`src/rtl/audio_peak_meter_core.sv`:
```
// Multi-channel PCM level meter: per-channel bar with hold/decay ballistics, a since-clear
// peak level and a sticky clip flag, plus a registered random-access read port.
module audio_peak_meter_core #(
    parameter int  CHANNELS      = 2,
    parameter int  AUDIO_WIDTH   = 16,
    parameter int  HOLD_SAMPLES  = 4410,
    parameter int  DECAY_SAMPLES = 441,
    localparam int LW            = $clog2(AUDIO_WIDTH),
    localparam int CW            = (CHANNELS > 1) ? $clog2(CHANNELS) : 1
) (
    input  logic                   clk,
    input  logic                   reset,
    input  logic                   i_valid,
    output logic                   i_ready,
    input  logic [CW-1:0]          i_channel,
    input  logic [AUDIO_WIDTH-1:0] i_audio,
    input  logic                   i_clear_peak,
    input  logic [CW-1:0]          i_rd_channel,
    output logic [LW-1:0]          o_rd_bar,
    output logic [LW-1:0]          o_rd_peak,
    output logic                   o_rd_clip,
    output logic                   o_update,
    output logic [CW-1:0]          o_update_channel
);

    localparam int HW = (HOLD_SAMPLES > 0) ? $clog2(HOLD_SAMPLES + 1) : 1;
    localparam int DW = (DECAY_SAMPLES > 0) ? $clog2(DECAY_SAMPLES + 1) : 1;
    localparam logic [AUDIO_WIDTH-1:0] MIN_S = {1'b1, {(AUDIO_WIDTH-1){1'b0}}};
    localparam logic [AUDIO_WIDTH-1:0] MAX_S = {1'b0, {(AUDIO_WIDTH-1){1'b1}}};

    typedef enum logic [1:0] {S_IDLE, S_READ, S_UPDATE} state_t;

    state_t                 state_q, state_d;
    logic [CW-1:0]          ch_q, ch_d;
    logic [AUDIO_WIDTH-1:0] x_q, x_d;

    logic [LW-1:0] bar_q   [CHANNELS];
    logic [LW-1:0] bar_d   [CHANNELS];
    logic [LW-1:0] peak_q  [CHANNELS];
    logic [LW-1:0] peak_d  [CHANNELS];
    logic [HW-1:0] hold_q  [CHANNELS];
    logic [HW-1:0] hold_d  [CHANNELS];
    logic [DW-1:0] decay_q [CHANNELS];
    logic [DW-1:0] decay_d [CHANNELS];
    logic          clip_q  [CHANNELS];
    logic          clip_d  [CHANNELS];

    logic [AUDIO_WIDTH-1:0] mag;
    logic [LW-1:0]          lvl, lvl_q;
    logic                   hit, hit_q;
    logic [LW-1:0]          sel_bar, f_bar_q, nb;
    logic [HW-1:0]          sel_hold, f_hold_q, nh;
    logic [DW-1:0]          sel_decay, f_decay_q, nd;
    logic                   sel_hit, upd;
    logic [LW-1:0]          rd_bar_d, rd_peak_d;
    logic                   rd_clip_d;

    assign i_ready = (state_q == S_IDLE) && !reset;
    assign upd     = (state_q == S_UPDATE) && sel_hit;

    // NOTE: every variable gets a default before the case so no path infers a latch.
    always_comb begin
        state_d = state_q;
        ch_d    = ch_q;
        x_d     = x_q;
        case (state_q)
            S_IDLE: if (i_valid) begin
                state_d = S_READ;
                ch_d    = i_channel;
                x_d     = i_audio;
            end
            S_READ:   state_d = S_UPDATE;
            S_UPDATE: state_d = S_IDLE;
            default:  state_d = S_IDLE;
        endcase
    end

    // Saturating magnitude and its bit length.
    always_comb begin
        mag = x_q[AUDIO_WIDTH-1] ? -x_q : x_q;
        if (x_q == MIN_S) mag = MAX_S;
        lvl = '0;
        for (int i = 0; i < AUDIO_WIDTH; i++) begin
            if (mag[i]) lvl = LW'(i + 1);
        end
        hit = (x_q == MAX_S) || (x_q == MIN_S);
    end

    always_comb begin
        sel_bar   = '0;
        sel_hold  = '0;
        sel_decay = '0;
        sel_hit   = 1'b0;
        for (int c = 0; c < CHANNELS; c++) begin
            if (ch_q == CW'(c)) begin
                sel_bar   = bar_q[c];
                sel_hold  = hold_q[c];
                sel_decay = decay_q[c];
                sel_hit   = 1'b1;
            end
        end
    end

    always_comb begin
        nb = f_bar_q;
        nh = f_hold_q;
        nd = f_decay_q;
        if (lvl_q >= f_bar_q) begin
            nb = lvl_q;
            nh = HW'(HOLD_SAMPLES);
            nd = DW'(DECAY_SAMPLES);
        end else if (f_hold_q != '0) begin
            nh = f_hold_q - 1'b1;
        end else if (f_decay_q > DW'(1)) begin
            nd = f_decay_q - 1'b1;
        end else begin
            if (f_bar_q != '0) nb = f_bar_q - 1'b1;
            nd = DW'(DECAY_SAMPLES);
        end
    end

    // Peak/clip merge with the live values so a clear landing during READ is not undone.
    always_comb begin
        for (int c = 0; c < CHANNELS; c++) begin
            bar_d[c]   = bar_q[c];
            hold_d[c]  = hold_q[c];
            decay_d[c] = decay_q[c];
            peak_d[c]  = peak_q[c];
            clip_d[c]  = clip_q[c];
            if (state_q == S_UPDATE && ch_q == CW'(c)) begin
                bar_d[c]   = nb;
                hold_d[c]  = nh;
                decay_d[c] = nd;
                peak_d[c]  = (lvl_q > peak_q[c]) ? lvl_q : peak_q[c];
                clip_d[c]  = clip_q[c] | hit_q;
            end
            if (i_clear_peak) begin
                peak_d[c] = '0;
                clip_d[c] = 1'b0;
            end
        end
    end

    always_comb begin
        rd_bar_d  = '0;
        rd_peak_d = '0;
        rd_clip_d = 1'b0;
        for (int c = 0; c < CHANNELS; c++) begin
            if (i_rd_channel == CW'(c)) begin
                rd_bar_d  = bar_d[c];
                rd_peak_d = peak_d[c];
                rd_clip_d = clip_d[c];
            end
        end
    end

    // NOTE: channel storage is plain flops, so it is reset along with the control state.
    always_ff @(posedge clk) begin
        if (reset) begin
            state_q          <= S_IDLE;
            ch_q             <= '0;
            x_q              <= '0;
            lvl_q            <= '0;
            hit_q            <= 1'b0;
            f_bar_q          <= '0;
            f_hold_q         <= '0;
            f_decay_q        <= '0;
            o_rd_bar         <= '0;
            o_rd_peak        <= '0;
            o_rd_clip        <= 1'b0;
            o_update         <= 1'b0;
            o_update_channel <= '0;
            for (int c = 0; c < CHANNELS; c++) begin
                bar_q[c]   <= '0;
                hold_q[c]  <= '0;
                decay_q[c] <= '0;
                peak_q[c]  <= '0;
                clip_q[c]  <= 1'b0;
            end
        end else begin
            state_q <= state_d;
            ch_q    <= ch_d;
            x_q     <= x_d;
            if (state_q == S_READ) begin
                lvl_q     <= lvl;
                hit_q     <= hit;
                f_bar_q   <= sel_bar;
                f_hold_q  <= sel_hold;
                f_decay_q <= sel_decay;
            end
            for (int c = 0; c < CHANNELS; c++) begin
                bar_q[c]   <= bar_d[c];
                hold_q[c]  <= hold_d[c];
                decay_q[c] <= decay_d[c];
                peak_q[c]  <= peak_d[c];
                clip_q[c]  <= clip_d[c];
            end
            o_rd_bar  <= rd_bar_d;
            o_rd_peak <= rd_peak_d;
            o_rd_clip <= rd_clip_d;
            o_update  <= upd;
            if (upd) o_update_channel <= ch_q;
        end
    end

endmodule

```
`config.mk`:
```
export PLATFORM = sky130hd
export DESIGN_NAME = audio_peak_meter_core
export DESIGN_NICKNAME = d
export VERILOG_FILES = /design/src/rtl/audio_peak_meter_core.sv
export SDC_FILE = /design/constraint.sdc
export NUM_CORES = 1
export LEC_CHECK = 0
export CAP_MARGIN = 20
export CORE_MARGIN = 1.5
export CORE_UTILIZATION = 45
export DETAILED_ROUTE_END_ITERATION = 7
export PLACE_DENSITY = 0.75
export SYNTH_ARGS = -nofsm -noshare
export SYNTH_HDL_FRONTEND = slang
export SYNTH_SLANG_ARGS = --single-unit
```
`constraint.sdc`:
```
create_clock -name clk -period 3.1 [get_ports clk]
set_clock_uncertainty 0.2 [all_clocks]
set_input_delay 0.93 -clock clk [delete_from_list [all_inputs] [get_ports clk]]
set_output_delay 0.93 -clock clk [all_outputs]
set_load 0.03 [all_outputs]
```
# After elaboration in Yosys (flattened, before gate mapping)
# Memories as Yosys holds them, arrays and structs flattened.
# Index checks and enable logic that the tools add are counted.
# W data, S select, Z words.
# classes
addsub	4
n_mul	0
n_div	0
order_cmp	4
n_eq_ne	5
shift	0
mux	64
bitwise	13
reduce_logical	9
# ops
op	count
$mux W4	34
$mux W13	7
$mux W9	8
$mux W16	2
$eq A16 B15 Y1 const B	1
$eq A16 B16 Y1 const B	1
$neg A16 Y16	1
$reduce_bool A13 Y1	1
$sub A13 B1 Y13 const B	1
$or A1 B1 Y1	12
$mux W1	11
$gt A9 B1 Y1 const B	1
$sub A9 B1 Y9 const B	1
$gt A4 B4 Y1	2
$ge A4 B4 Y1	1
$pmux W2 S2	1
$reduce_bool A4 Y1	1
$sub A4 B1 Y4 const B	1
$logic_and A1 B1 Y1	3
$eq A2 B1 Y1 const B	1
$eq A2 B2 Y1 const B	1
$logic_not A2 Y1	1
$mux W2	1
$ne A2 B2 Y1 const B	1
other kinds (4)	4
# totals
reg_bits	61
latch_bits	0
mem_bits_rw	62
romBits	0
output_inout_bits	12
n_memories	5
# mem_list
memory	words	width	read_ports	rd_ports_with_merged_regs	wr	line	rtl
hold_q	2	13	2	0	2	41	logic [HW-1:0] hold_q [CHANNELS];
decay_q	2	9	2	0	2	43	logic [DW-1:0] decay_q [CHANNELS];
bar_q	2	4	2	0	2	37	logic [LW-1:0] bar_q [CHANNELS];
peak_q	2	4	2	0	2	39	logic [LW-1:0] peak_q [CHANNELS];
clip_q	2	1	2	0	2	45	logic clip_q [CHANNELS];

# Logic depth before layout (Yosys ltp)
# logic_depth
ltp_word	19
depth_mapped	10
mapped_depth_nobuf	8

# Worst setup path before layout
# OpenSTA, ideal clock, no wires.
# synth_timing
path_type	input -> output
start	input port reset
end	output port i_ready
arrival_time_ns	1.781
required_time_ns	1.970
path_slack_ns	0.189
path_stages	2
path_buffers	1
path_cell_list	buf_2 -> nor3_1
# synth_between
elab_chain_len	2
# synth_rtl
item	line	rtl
start, declared	12	input logic reset,
$logic_not A1 Y1	58	assign i_ready = (state_q == S_IDLE) && !reset;
$logic_and A1 B1 Y1	58	
end, declared	14	output logic i_ready,
# Every way passes these cells.

==> results.rst <==
.. list-table::
   :header-rows: 1

   * - Metric
     - Value
   * - Result of the run
     - finished, final reports clean
   * - Number of H-tree branching levels
     - 4
   * - Netlist cell types
     - 74
   * - Clock tree from TritonCTS
     - built
   * - Layout cells sized above 1
     - 0.0906
   * - Max transition margin
     - 0.527
   * - DRC viols
     - 0
   * - CP Depth
     - 8
   * - Sw frac
     - 0.284
   * - Overall power consumption
     - 4460 uW
   * - Effective utilization at floorplan
     - 0.467
   * - Type of the worst setup path
     - reg2reg
   * - Beginning of the worst register-to-register path
     - f_hold_q[0]$_SDFFE_PP0N_
   * - Post-Synthesis Cell Area
     - 6560 um^2
   * - Slowest stage cell, crit path
     - and4_1
   * - Detailed placement HPWL
     - 9980 um
   * - Termination of the worst setup path
     - decay_q[0][3]$_SDFFE_PP0P_
   * - Crit-path cells
     - inv_1 > ha_1 > nor3b_1 > and4_1 > and2_1 > nand2b_1 > nor2_1 > a211oi_1
   * - Max cap viols
     - 0
   * - Pin slew with the least headroom to its limit
     - 709 ps
   * - Clock-pin slew reported for the worst setup and hold paths after clock tree synthesis
     - 50 ps
   * - Setup violations, final
     - 0
   * - Routed wire length per instance
     - 14.6 um
   * - Vias per std cell
     - 5.66
   * - Setup tns final
     - 0 ps
   * - P per Cell Area
     - 587 nW/um^2
   * - Buf/Inv on CP
     - 1
   * - Antenna cells
     - 0
   * - Total overflow reported by the global router
     - 0
   * - Capture point of the worst reg-to-reg path
     - decay_q[0][3]$_SDFFE_PP0P_
   * - Clock Tree Buf Depth
     - 2
   * - Root Driver
     - clkbuf_16
   * - Critical Path Sink Type
     - flip-flop
   * - Mean instance size in the synthesized netlist
     - 8.15 um^2
   * - Combinational share of power
     - 0.190
   * - Portion of synthesized cell area occupied by the leading cell type
     - 0.376
   * - Drt pass-1 iters
     - 4
   * - Area of placed instances
     - 7030 um^2
   * - Worst EP required
     - 3220 ps
   * - Hold Buf Count CTS
     - 0
   * - Die Area
     - 15300 um^2
   * - Type of the worst min-delay path
     - reg2reg
   * - Async set or reset register ratio after synthesis
     - 0
   * - Most instantiated flip-flop cell in the synthesis netlist
     - dfxtp_1
   * - Count of flip-flops with a built-in enable after synthesis
     - 0
   * - Number of nets in the layout
     - 857
   * - Number of routed nets with antenna violations
     - 0
   * - Minimum setup slack among reg-to-reg paths
     - 430 ps
   * - Number of sinks driven by the clock tree
     - 123
   * - R2R cell count
     - 8
   * - Total of buffers placed on input and output ports
     - 33
   * - Cell type with the highest aggregate area in the netlist
     - dfxtp_1
   * - Placer congestion estimate
     - 0.884
   * - Critical path startpoint
     - f_hold_q[0]$_SDFFE_PP0N_
   * - Synth warnings
     - 0
   * - Cell type group with the largest total delay on the critical path
     - simple AND/OR/NAND/NOR gates
   * - Core Region
     - 14000 um^2
   * - Biggest cell delay along the critical path
     - 430 ps
   * - Postcts setup bufs
     - 0
   * - Floorplan die width
     - 124 um
   * - Internal power
     - 3190 uW
   * - Overall routed net length
     - 14700 um
   * - Vertical extent of the die
     - 124 um
   * - Number of stages on the worst hold path
     - 2
   * - Largest fanout on the critical path
     - 8
   * - Number of DRC markers in iteration 0
     - 376
   * - Pin count of the biggest net entering global routing
     - 71
   * - Sequential share of power
     - 0.388
   * - Part of the power in the clock network
     - 0.421
   * - Final slew viol count
     - 0
   * - Leakage power
     - 0.00268 uW
   * - Placed insts
     - 978
   * - Clock Latency Late Sink
     - 420 ps
   * - Global-route total usage across every layer
     - 0.208
   * - Sequential cell area in the final layout
     - 2460 um^2
   * - Post-synthesis instance total
     - 804
   * - Peak clock frequency supported by timing
     - 374 MHz
   * - Top cells by area in the synthesized netlist
     - dfxtp_1 (38%), a211oi_1 (6.6%), nor2_1 (6.6%)
   * - Quantity of gates resized following cts
     - 0
   * - Detailed-route via count
     - 5710
   * - IO Count
     - 34
   * - Number of synthesized register bits
     - 123
   * - Num CTS Buffers
     - 17
   * - Final hold viol count
     - 0
   * - Via count of the first global-routing pass
     - 5295
   * - Setup repair after global routing missed its margin
     - no
   * - First-pass GRT wire length
     - 25300 um
   * - Final non-filler cell total
     - 1008
   * - Number of fill cells
     - 1285
   * - Signed area change from the synthesized netlist to the final layout
     - 15.8%
   * - Area taken by multi-input logic gates
     - 3740 um^2
   * - Non-Filler Cell Area, Final
     - 7590 um^2
   * - IR drop worst, VDD
     - 0.417 mV
   * - Final period demand of the worst path
     - 2670 ps
   * - Data arrival, critical path
     - 2800 ps
   * - Synthesized net count
     - 844
   * - Portion of the post-synthesis area used by sequential elements
     - 0.376
   * - Element type at the critical path start
     - flip-flop
   * - Standard-cell row count
     - 43
   * - Power dissipated by switching net loads
     - 1270 uW
   * - Initial antenna violation count
     - 0
   * - Final clock period utilization by the worst path
     - 0.863
worst min path at each step:
stage / start / endpoint / slack, ps
floorplan: clip_q[0][1]$_SDFF_PP0_ / clip_q[0][1]$_SDFF_PP0_ / 220
global placement: hold_q[0][13]$_SDFFE_PP0P_ / hold_q[0][13]$_SDFFE_PP0P_ / 240
detailed placement: hold_q[0][13]$_SDFFE_PP0P_ / hold_q[0][13]$_SDFFE_PP0P_ / 250
CTS: hold_q[0][6]$_SDFFE_PP0P_ / hold_q[0][6]$_SDFFE_PP0P_ / 250
global route: hold_q[0][23]$_SDFFE_PP0P_ / hold_q[0][23]$_SDFFE_PP0P_ / 260
finish: hold_q[0][6]$_SDFFE_PP0P_ / hold_q[0][6]$_SDFFE_PP0P_ / 250
final cells by class:
cell class | instances | share of cell area
Multi-Input combinational cell | 593 | 0.493
Sequential cell | 123 | 0.324
Timing Repair Buffer | 56 | 0.0662
Clock buffer | 22 | 0.0611
Tap cell | 180 | 0.0297
Inverter | 26 | 0.0129
Clock inverter | 8 | 0.0125
cells in the final DEF (no fill, tap or decap), types with 11 or more instances in the layout:
master           count
nor3_1              21
nor2_1             113
dfxtp_1            122
a21oi_1             53
nand2_1             84
clkdlybuf4s50_1     31
buf_4               24
clkbuf_16           17
nand2b_1            11
nand3_1             17
a211oi_1            58
mux2i_1             39
xor2_1              12
ha_1                18
inv_1               25
state kept, by name (all words and copies together) (netlist names):
register / count
hold_q: 26
decay_q: 18
x_q: 16
f_hold_q: 13
f_decay_q: 9
bar_q: 8
peak_q: 8
f_bar_q: 4
lvl_q: 4
o_rd_bar: 4
o_rd_peak: 4
clip_q: 2
state_q: 2
ch_q: 1
hit_q: 1
o_rd_clip: 1
o_update: 1
o_update_channel: 1
stage by stage:
stage / hold slack (ps) / utilization / setup slack [ps]
finish: 253 / 0.541 / 425
global route: 265 / 0.541 / 185
CTS: 254 / 0.541 / 53.9
detailed placement: 248 / 0.501 / 61.0
global placement: 241 / 0.501 / 56.1
floorplan: 221 / - / 189
tightest hold or removal path, delay by kind of cell (launching register included):
kind / cells / cell delay (ps)
flops: 1 / 300
compound gates: 1 / 50
simple gates: 1 / 50
cells in the mapped netlist (all sizes together) (2+ instances only):
cell and n:
o31a 4, nand3b 5, or4 7, nand3 18, a21oi 53, nand2b 11
nand2 84, and2 6, a22oi 2, buf 22, nor3 21, or3 8
a31oi 9, clkbuf 40, a41oi 6, nor2 115, nand4 10, xnor2 10
ha 18, dfxtp 123, o21a 6, o21ai 12, and4 3, nor4 9
nor3b 7, mux2i 39, a211o 2, inv 25, nor2b 7, a22o 2
a2bb2oi 2, o22ai 3, o32ai 2, xor2 12, a211oi 58, o41ai 4
o31ai 5, o32a 3, nand4b 2, or2 7
metal layers:
layer,wire [um],share of wire,global-route usage,vias to the layer above
li1,-,-,-,2912
met1,7210,0.49,0.273,2685
met2,6820,0.46,0.335,95
met3,513,0.035,0.0554,18
met4,195,0.013,0.0618,0
met5,0,0,0,-
cell families (layout without fill, tap and decap cells):
family                   after synthesis  in the layout  share of synthesized area
AND/OR/NAND/NOR                      324            324                      0.242
AO/OA/AOI/OAI                        189            189                      0.202
flip-flops                           123            123                      0.376
buffers and inverters                 88            112                     0.0550
multiplexers                          40             40                     0.0613
XOR/XNOR                              22             22                     0.0294
adder cells (fa/ha/maj)               18             18                     0.0344
power groups by stage:
stage	clock [uW]	combinational (uW)	sequential, uW
after detailed placement	0	836	1760
after floorplan	0	649	1740
after global routing	1990	943	1740
after global placement	0	828	1760
final	1880	847	1730
after CTS	1910	846	1730
Power figures use the tool's default switching activity.
